**src/rtl/inst_fetch_pkg.sv**
```systemverilog
// Shared constants and types for the instruction fetch front end.
package inst_fetch_pkg;

    localparam logic [31:0] RESET_PC_DEFAULT = 32'h0000_0000;
    localparam logic [31:0] NOP_INST         = 32'h0000_0013;

    typedef struct packed {
        logic [31:0] pc;
        logic [31:0] inst;
    } fetchEntry_t;

    function automatic logic [31:0] alignPc(input logic [31:0] addr);
        return {addr[31:2], 2'b00};
    endfunction

endpackage

```
**src/rtl/inst_fifo.sv**
```systemverilog
// Small circular buffer of {pc, inst} entries with synchronous flush.
module inst_fifo
    import inst_fetch_pkg::*;
#(
    parameter  int DEPTH = 2,
    localparam int CW    = $clog2(DEPTH + 1)
) (
    input  logic          clk,
    input  logic          rst,
    input  logic          push,
    input  logic          pop,
    input  logic          flush,
    input  fetchEntry_t   wrData,
    output fetchEntry_t   rdData,
    output logic [CW-1:0] count
);

    localparam int PW = (DEPTH > 1) ? $clog2(DEPTH) : 1;

    fetchEntry_t   mem [DEPTH];
    logic [PW-1:0] rdPtr, wrPtr;

    // Explicit wrap keeps non-power-of-two depths correct.
    function automatic logic [PW-1:0] nextPtr(input logic [PW-1:0] p);
        return (p == PW'(DEPTH - 1)) ? '0 : p + PW'(1);
    endfunction

    always_ff @(posedge clk or posedge rst) begin
        if (rst) begin
            rdPtr <= '0;
            wrPtr <= '0;
            count <= '0;
        end else if (flush) begin
            rdPtr <= '0;
            wrPtr <= '0;
            count <= '0;
        end else begin
            if (push) wrPtr <= nextPtr(wrPtr);
            if (pop)  rdPtr <= nextPtr(rdPtr);
            count <= count + CW'(push) - CW'(pop);
        end
    end

    always_ff @(posedge clk) begin
        if (push && !flush) mem[wrPtr] <= wrData;
    end

    assign rdData = mem[rdPtr];

endmodule

```
**src/rtl/inst_fetch.sv**
```systemverilog
// Fetch front end: PC, credit-limited in-order memory requests, response buffering and redirect handling.
module inst_fetch
    import inst_fetch_pkg::*;
#(
    parameter logic [31:0] RESET_PC = RESET_PC_DEFAULT,
    parameter int          DEPTH    = 2
) (
    input  logic        clk,
    input  logic        rst,
    output logic        imem_req_valid,
    input  logic        imem_req_ready,
    output logic [31:0] imem_req_addr,
    input  logic        imem_rsp_valid,
    input  logic [31:0] imem_rsp_data,
    input  logic        redirect_valid,
    input  logic [31:0] redirect_pc,
    output logic        inst_valid,
    input  logic        inst_ready,
    output logic [31:0] inst,
    output logic [31:0] inst_pc
);

    localparam int            CW  = $clog2(DEPTH + 1);
    localparam logic [CW:0]   CAP = (CW + 1)'(DEPTH);

    logic [31:0]   fetchPc, rspPc;
    logic [CW-1:0] outstanding, drop, count, outstandingNext;
    logic [CW:0]   inUse;
    logic          accept, rspIn, push, pop;
    fetchEntry_t   wrEntry, head;

    // Credits cover both in-flight requests and buffered words, so the FIFO never overflows.
    assign inUse          = {1'b0, outstanding} + {1'b0, count};
    assign imem_req_valid = !rst && !redirect_valid && (inUse < CAP);
    assign imem_req_addr  = fetchPc;
    assign accept         = imem_req_valid && imem_req_ready;

    // A response with nothing outstanding is a protocol error and is ignored.
    assign rspIn           = imem_rsp_valid && (outstanding != '0);
    assign push            = rspIn && (drop == '0) && !redirect_valid;
    assign outstandingNext = outstanding + CW'(accept) - CW'(rspIn);

    assign inst_valid = (count != '0) && !redirect_valid;
    assign pop        = inst_valid && inst_ready;
    assign inst       = inst_valid ? head.inst : NOP_INST;
    assign inst_pc    = inst_valid ? head.pc : '0;

    assign wrEntry = '{pc: rspPc, inst: imem_rsp_data};

    always_ff @(posedge clk or posedge rst) begin
        if (rst) begin
            fetchPc     <= RESET_PC;
            rspPc       <= RESET_PC;
            outstanding <= '0;
            drop        <= '0;
        end else begin
            outstanding <= outstandingNext;
            if (redirect_valid) begin
                // Everything still in flight after this cycle belongs to the old stream.
                fetchPc <= alignPc(redirect_pc);
                rspPc   <= alignPc(redirect_pc);
                drop    <= outstandingNext;
            end else begin
                if (accept) fetchPc <= fetchPc + 32'd4;
                if (push)   rspPc   <= rspPc + 32'd4;
                if (rspIn && (drop != '0)) drop <= drop - CW'(1);
            end
        end
    end

    inst_fifo #(.DEPTH(DEPTH)) uFifo (
        .clk    (clk),
        .rst    (rst),
        .push   (push),
        .pop    (pop),
        .flush  (redirect_valid),
        .wrData (wrEntry),
        .rdData (head),
        .count  (count)
    );

endmodule

```
**config.mk**
```make
export PLATFORM = sky130hd
export DESIGN_NAME = inst_fetch
export DESIGN_NICKNAME = d
export VERILOG_FILES = /design/src/rtl/inst_fetch_pkg.sv /design/src/rtl/inst_fifo.sv /design/src/rtl/inst_fetch.sv
export SDC_FILE = /design/constraint.sdc
export NUM_CORES = 1
export LEC_CHECK = 0
export ABC_AREA = 1
export BUFFER_PORTS_ARGS = -buffer_cell sky130_fd_sc_hd__buf_4
export CORE_MARGIN = 3
export CORE_UTILIZATION = 40
export CTS_BUF_LIST = sky130_fd_sc_hd__clkbuf_16
export CTS_CLUSTER_DIAMETER = 200
export DETAILED_ROUTE_END_ITERATION = 8
export HOLD_SLACK_MARGIN = 0.12
export PLACE_DENSITY = 0.66
export SETUP_SLACK_MARGIN = 0.02
export SLEW_MARGIN = 20
export SYNTH_ARGS = -nofsm -noshare
export SYNTH_HDL_FRONTEND = slang
export SYNTH_SLANG_ARGS = --single-unit
```
**constraint.sdc**
```tcl
create_clock -name clk -period 4.4 [get_ports clk]
set_input_delay 0.66 -clock clk [delete_from_list [all_inputs] [get_ports clk]]
set_output_delay 0.66 -clock clk [all_outputs]
set_load 0.01 [all_outputs]
```
==> impl_metrics.yaml, run 1 <==
setup_path:
  end_kind: "output pin"
  crit_type: "register to output pin"
  crit_fanout: 36
  worstPathArrival_ns: 2.38
  startpoint_type: "register"
  crit_required_ns: 3.74
run_status:
  status: "completed"
sta:
  finalHoldViolations: 0
  fin_ws_ns: 1.36
  maxSlewViolCount: 0
  max_slew_margin: 0.442
  rsz0062_at_grt: "false"
  worstMarginPinSlew_ns: 0.837
  setup_viol: 0
  min_period_over_period: 0.691
  clock-skew-final_ns: 0.0153
  finalWorstPathRequiredPeriod_ns: 3.04
  max_freq_ghz: 0.329
  finalSetupTns_ns: 0
grt:
  grt_max_degree: 48
  grt_pass1_wl_mm: 37.3
  overflow: 0
  grt_pass1_vias: 7217
  grt_usage: 0.179
  antenna_found_initial: 0
power:
  p_leak_nw: 5.52
  switching_share: 0.325
  power_frac_comb: 0.211
  pwr-share-seq: 0.472
  switchingPower_mw: 1.63
  p_per_area_mw_per_mm2: 421
  internal_power_mw: 3.39
  clkPwrFrac: 0.317
  irDropWorstVdd_v: 0.000209
yosys:
  ys_ff_latch: 192
  synthMuxAreaShare: 0.0681
  synth-compound-area-share: 0.0364
  synth_warnings: 0
  synth.distinct_cells: 41
  synth_cells: 1056
  synth_xor_area_frac: 0.0108
  synth-simple-area-share: 0.236
  syn_area_per_cell_um2: 9.24
  synth_top_family_by_area: "simple AND/OR/NAND/NOR gates"
  ys_seq_area_frac: 0.556
  synth_fa_ha_area_frac: 0.0110
  synth_area_mm2: 0.00975
die:
  die-height_um: 162
  ioPinCount: 168
  placementRows: 56
  core_area_mm2: 0.0237
  initial_core_util: 0.412
  chipWidth_um: 162
  dieArea_mm2: 0.0263
clock_network:
  cts_hold_buffers: 0
  clk_latency_ns: 0.44
  cts_buffers: 17
  cts_tree: "done"
  cts_buffer_depth: 2
  clock_sink_count: 192
  htree_levels: 4
  cts_setup_buffers: 0
  ctsResizeCount: 0
  clk_pin_slew_worst_paths_ns: 0.08
  clock-root-buffer: "clkbuf_16"
finish:
  antenna_cells: 0
  fillers: 2217
  nets: 1295
  synthToLayoutAreaGrowth_pct: 22.4
  drive_gt1_frac: 0.241
drt:
  first_pass_iters: 5
  via_count: 7550
  drt_first_iter_violations: 678
  drcViolationCount: 0
  wl_per_cell_um: 15.1
  routed_via_density: 4.87
  wirelength_mm: 23.4
  ant_nets: 0
placement:
  port_buffers: 161
  place_ws_ns: 1.37
  gp_routability_congestion: 0.895
  post-dp-hpwl_mm: 16.9
job:
  maxCapViolations: 0
worst_hold_path:
  hold_path.class: "input pin to async pin"
## metal layers
metal	vias up	routed length [µm]	global-route usage
met4	0	263	0.0446
met3	22	1650	0.0349
met2	269	10600	0.282
met5	-	0	0
met1	3516	10900	0.257
li1	3743	-	-
## flip-flops by register name (all words and copies together), names as in the netlist
signal	count
drop	2
imem_req_addr	30
outstanding	2
rspPc	30
uFifo.count	2
uFifo.mem	124
uFifo.rdPtr	1
uFifo.wrPtr	1
## synthesized netlist by cell type
cell / count / area share
buf_1: 3 / 0.0012
o21ai_1: 4 / 0.0021
nand3_1: 90 / 0.046
o31ai_1: 1 / 0.00077
buf_4: 6 / 0.0046
o21ai_0: 29 / 0.015
inv_2: 5 / 0.0019
nand3_2: 4 / 0.0041
nor2_2: 4 / 0.0026
inv_1: 161 / 0.062
xor2_1: 7 / 0.0063
and2_1: 2 / 0.0013
nor2_8: 1 / 0.0021
nor2_4: 8 / 0.0092
nor3_1: 5 / 0.0026
nand2_2: 4 / 0.0026
nor3_2: 1 / 0.0010
dfrtp_1: 68 / 0.17
nor4_1: 1 / 0.00064
conb_1: 1 / 0.00038
fa_1: 1 / 0.0021
nand3b_1: 1 / 0.00077
nor3_4: 1 / 0.0017
o21bai_1: 5 / 0.0038
nand4_2: 1 / 0.0013
or2_2: 1 / 0.00064
o211ai_1: 14 / 0.011
edfxtp_1: 124 / 0.38
or2_1: 1 / 0.00064
nand3_4: 1 / 0.0018
xnor2_1: 5 / 0.0045
nand4_1: 12 / 0.0077
nor2_1: 70 / 0.027
clkbuf_1: 3 / 0.0012
nand2_1: 319 / 0.12
a31oi_1: 1 / 0.00064
a21oi_1: 5 / 0.0026
mux2_2: 59 / 0.068
ha_1: 7 / 0.0090
o221ai_1: 1 / 0.00090
buf_2: 19 / 0.0097
## path summary, 6_finish.rpt
check,startpoint,end,slack [ns],depth (start not counted)
max in group asynchronous,rst,imem_req_addr[25],3.21,3
worst max-delay path,uFifo.rdPtr,inst[10],1.36,5
min in group clk,imem_rsp_data[15],uFifo.mem[1][15],0.40,1
worst min-delay path,rst,imem_req_addr[6],0.35,2
worst min register to register,rspPc[31],uFifo.mem[0][63],0.54,0
worst max register to register,drop[0],uFifo.mem[0][58],1.53,7
## power groups by stage
stage / Clock, mW / Combinational [mW] / Sequential [mW]
floorplan: 0 / 0.698 / 2.34
global placement: 0 / 1.04 / 2.40
detailed placement: 0 / 1.06 / 2.41
CTS: 1.63 / 1.07 / 2.37
global route: 1.70 / 1.19 / 2.40
finish: 1.59 / 1.06 / 2.37
## cells by family (layout without fill, tap and decap cells)
group	Yosys count	after routing
AO/OA/AOI/OAI	60	60
buffers and inverters	197	368
other	1	4
XOR/XNOR	12	12
adder cells (fa/ha/maj)	8	8
multiplexers	59	59
flip-flops	192	192
AND/OR/NAND/NOR	527	527
## worst max-delay path: stages (launching register included)
cell and delay (ns):
dfrtp_2 0.90, buf_4 0.39, mux2_2 0.37, nand2_1 0.06, inv_1 0.05, buf_4 0.14
## final cells by class
cell class                      count  area (µm²)  share of cell area
Timing Repair Buffer              170        1290               0.108
Sequential cell                   192        5430               0.455
Tap cell                          319         399              0.0334
Multi-Input combinational cell    670        3570               0.299
Clock buffer                       17         425              0.0356
Clock inverter                     15         206              0.0173
Inverter                          166         624              0.0523
## per-stage QoR
| step | power [mW] | cells | cell area, µm² | util | hold WS [ns] |
|---|---|---|---|---|---|
| 2_1_floorplan | 3.04 | 1059 | 9760 | - | 0.464 |
| 3_3_place_gp | 3.44 | 1517 | 11300 | 0.477 | 0.507 |
| 3_5_place_dp | 3.47 | 1517 | 11300 | 0.477 | 0.519 |
| 4_1_cts | 5.07 | 1549 | 11900 | 0.504 | 0.379 |
| 5_1_grt | 5.29 | 1549 | 11900 | 0.504 | 0.379 |
| 6_report | 5.02 | 1549 | 11900 | 0.504 | 0.352 |
## placed cells by master, fill, tap and decap left out, types with 3 or more instances in the layout
cell type / count
nand2_1: 319
buf_4: 169
inv_1: 160
edfxtp_1: 124
nand3_1: 90
nor2_1: 68
dfrtp_1: 67
mux2_2: 59
o21ai_0: 29
clkbuf_16: 17
o211ai_1: 14
nand4_1: 12
nor2_4: 10
xor2_1: 7
ha_1: 7
clkinv_8: 7
inv_2: 5
xnor2_1: 5
o21bai_1: 5
nor3_1: 5
a21oi_1: 5
nand3_2: 4
nor2_2: 4
nand2_2: 4
o21ai_1: 4
conb_1: 4
inv_8: 3
Note: power is estimated with default switching activity, not from simulation.
==> run 2, diff against run 1 <==
- ABC_AREA: 1 -> 0
- PLACE_DENSITY: 0.66 -> 0.65
- clock period: 4.4 -> 2.9 ns (I/O delays scaled with it)
==> run 2 against run 1 <==
Effect of this change:
- via count is 13% lower
- cell count is 23% lower
- total power is 45% higher
- wire length down 11%
- largest power group unchanged
- flip-flop and latch count unchanged
- register-to-register slack got worse by 1.4 ns
- non-clock buffer count increased by 15
- first-iteration DRC count shrank 36%
- synthesized cell count decreased by 31%
- sequential share of layout area rose by 3.5 points
- clock power increased by 43%
- critical path type is now register to register
==> impl_metrics.yaml, run 2 <==
run_status:
  status: "completed"
finish:
  fin_util: 0.518
  post-route-cell-area_mm2: 0.0111
  synthToLayoutAreaGrowth_pct: 25.3
  antenna_cells: 0
  largest_register: "uFifo.mem"
  final_cell_mix: "buf_4, edfxtp_1, nor2_1"
  final_common_cell: "buf_4"
  largest_reg_flops: 124
  drive_gt1_frac: 0.276
  fillers: 1910
  nets: 978
setup_path:
  cp_cell_sequence: "and2_4 > fa_2 > or4b_4 > or4_2 > o21ai_0 > nor3b_1"
  worst-path-stages: 6
  critPathSlowestCell: "or4_2"
  slowest_delay_ns: 0.74
  crit_fanout: 5
  crit_required_ns: 3.23
  critical_path.top_delay_family: "simple AND/OR/NAND/NOR gates"
  end_kind: "register"
  path_buf_inv: 0
  crit_type: "register to register"
  startpoint_type: "register"
  reg2regPathDepth: 6
  worstPathArrival_ns: 3.14
placement:
  placed_area_mm2: 0.0105
  port_buffers: 161
  place_ws_ns: 0.0147
  gp_routability_congestion: 0.879
  post-dp-hpwl_mm: 14.5
yosys:
  yosys.area.top_type_share: 0.420
  synth.distinct_cells: 66
  netlist_top_cells_count: "edfxtp_1, nor2_1, dfrtp_1"
  syn_area_per_cell_um2: 12.1
  synthArstFlopShare: 0.354
  synth_ff_type: "edfxtp_1"
  ys_ff_latch: 192
  synth_edf_count: 124
  synth_warnings: 0
  synth_area_mm2: 0.00886
  ys_seq_area_frac: 0.612
  synth.most_common_cell: "edfxtp_1"
  synth_cells: 732
  ys_top_cells_by_area: "edfxtp_1, dfrtp_1, mux2i_1"
  yosys.area.top_type: "edfxtp_1"
grt:
  overflow: 0
  grt_usage: 0.174
  grt_pass1_wl_mm: 33.0
  grt_max_degree: 79
  antenna_found_initial: 0
  grt_pass1_vias: 6051
clock_network:
  clock_sink_count: 192
  cts_buffers: 17
  cts_setup_buffers: 0
  clk_pin_slew_worst_paths_ns: 0.07
  clk_latency_ns: 0.43
  cts_buffer_depth: 2
  htree_levels: 4
  cts_tree: "done"
  clock-root-buffer: "clkbuf_16"
drt:
  via_count: 6534
  ant_nets: 0
  drt_first_iter_violations: 434
  wirelength_mm: 20.9
  wl_per_cell_um: 17.6
  routed_via_density: 5.50
  drcViolationCount: 0
  first_pass_iters: 5
die:
  chipWidth_um: 155
  dieArea_mm2: 0.0240
  initial_core_util: 0.414
  ioPinCount: 168
  die-height_um: 155
  core_area_mm2: 0.0214
  placementRows: 53
sta:
  fin_ws_ns: 0.0903
  setup_viol: 0
  maxSlewViolCount: 0
  finalHoldViolations: 0
  max_slew_margin: 0.527
  finalWorstPathRequiredPeriod_ns: 2.81
  max_freq_ghz: 0.356
  clock-skew-final_ns: 0.0193
  min_period_over_period: 0.969
  fin_hold_ws_ns: 0.194
  worstMarginPinSlew_ns: 0.709
power:
  irDropWorstVdd_v: 0.000377
  p_per_area_mw_per_mm2: 658
  p_leak_nw: 4.12
job:
  maxCapViolations: 0
worst_hold_path:
  min_path_cells: 1
  hold_path.class: "input pin to register"
run 2: cells by family (layout without fill, tap and decap cells):
kind of cell	count (synthesis)	in the layout	share of synthesized area
mux	75	75	0.0860
flops	192	192	0.612
other cells	1	4	0.000423
simple gates	278	278	0.164
xor+xnor	20	20	0.0198
buf+inv	58	236	0.0294
compound gates	100	100	0.0765
fa+ha+maj	8	8	0.0121
run 2: final timing paths:
check	slack (ns)	start	to
max in group asynchronous	1.59	rst	uFifo.rdPtr
min in group asynchronous	0.65	rst	imem_req_addr[19]
hold / removal	0.19	imem_rsp_data[31]	uFifo.mem[0][31]
setup / recovery	0.09	outstanding[0]	imem_req_addr[29]
hold reg to reg	0.51	rspPc[31]	uFifo.mem[1][63]
setup reg to reg	0.09	outstanding[0]	imem_req_addr[29]
run 2: per-stage QoR:
stage / power [mW] / setup TNS (ns) / std cells
floorplan: 4.40 / 0 / 735
global placement: 5.06 / 0 / 1155
detailed placement: 5.10 / 0 / 1155
CTS: 7.38 / 0 / 1188
global route: 7.70 / -0.00317 / 1188
finish: 7.30 / 0 / 1188
run 2: power breakdown:
group,total (mW),internal (mW),switching (mW)
registers,3.47,3.20,0.268
logic,1.56,0.737,0.819
clock network,2.27,1.21,1.06
total,7.30,5.15,2.15
run 2: timing repair:
item	in CTS	in global routing
setup endpoints to repair	0	5
endpoints found under the hold margin	25	0
hold buffers	1	0
resized for setup	0	5
run 2: cell type report:
| class | instances | area, µm² | share of cell area |
|---|---|---|---|
| clock buffers | 17 | 425 | 0.0383 |
| clock inverters | 15 | 148 | 0.0133 |
| inverters | 19 | 71.3 | 0.00642 |
| multi-input cells | 485 | 3230 | 0.291 |
| flip-flops and latches | 192 | 5430 | 0.489 |
| well taps | 275 | 344 | 0.0310 |
| repair buffers | 185 | 1450 | 0.131 |
run 2: layer usage:
layer / up-vias / share of wire / GRT usage
met5: - / 0 / 0
met4: 0 / 0.010 / 0.0454
met3: 13 / 0.076 / 0.0364
met2: 278 / 0.44 / 0.257
met1: 3141 / 0.47 / 0.261
li1: 3102 / - / -
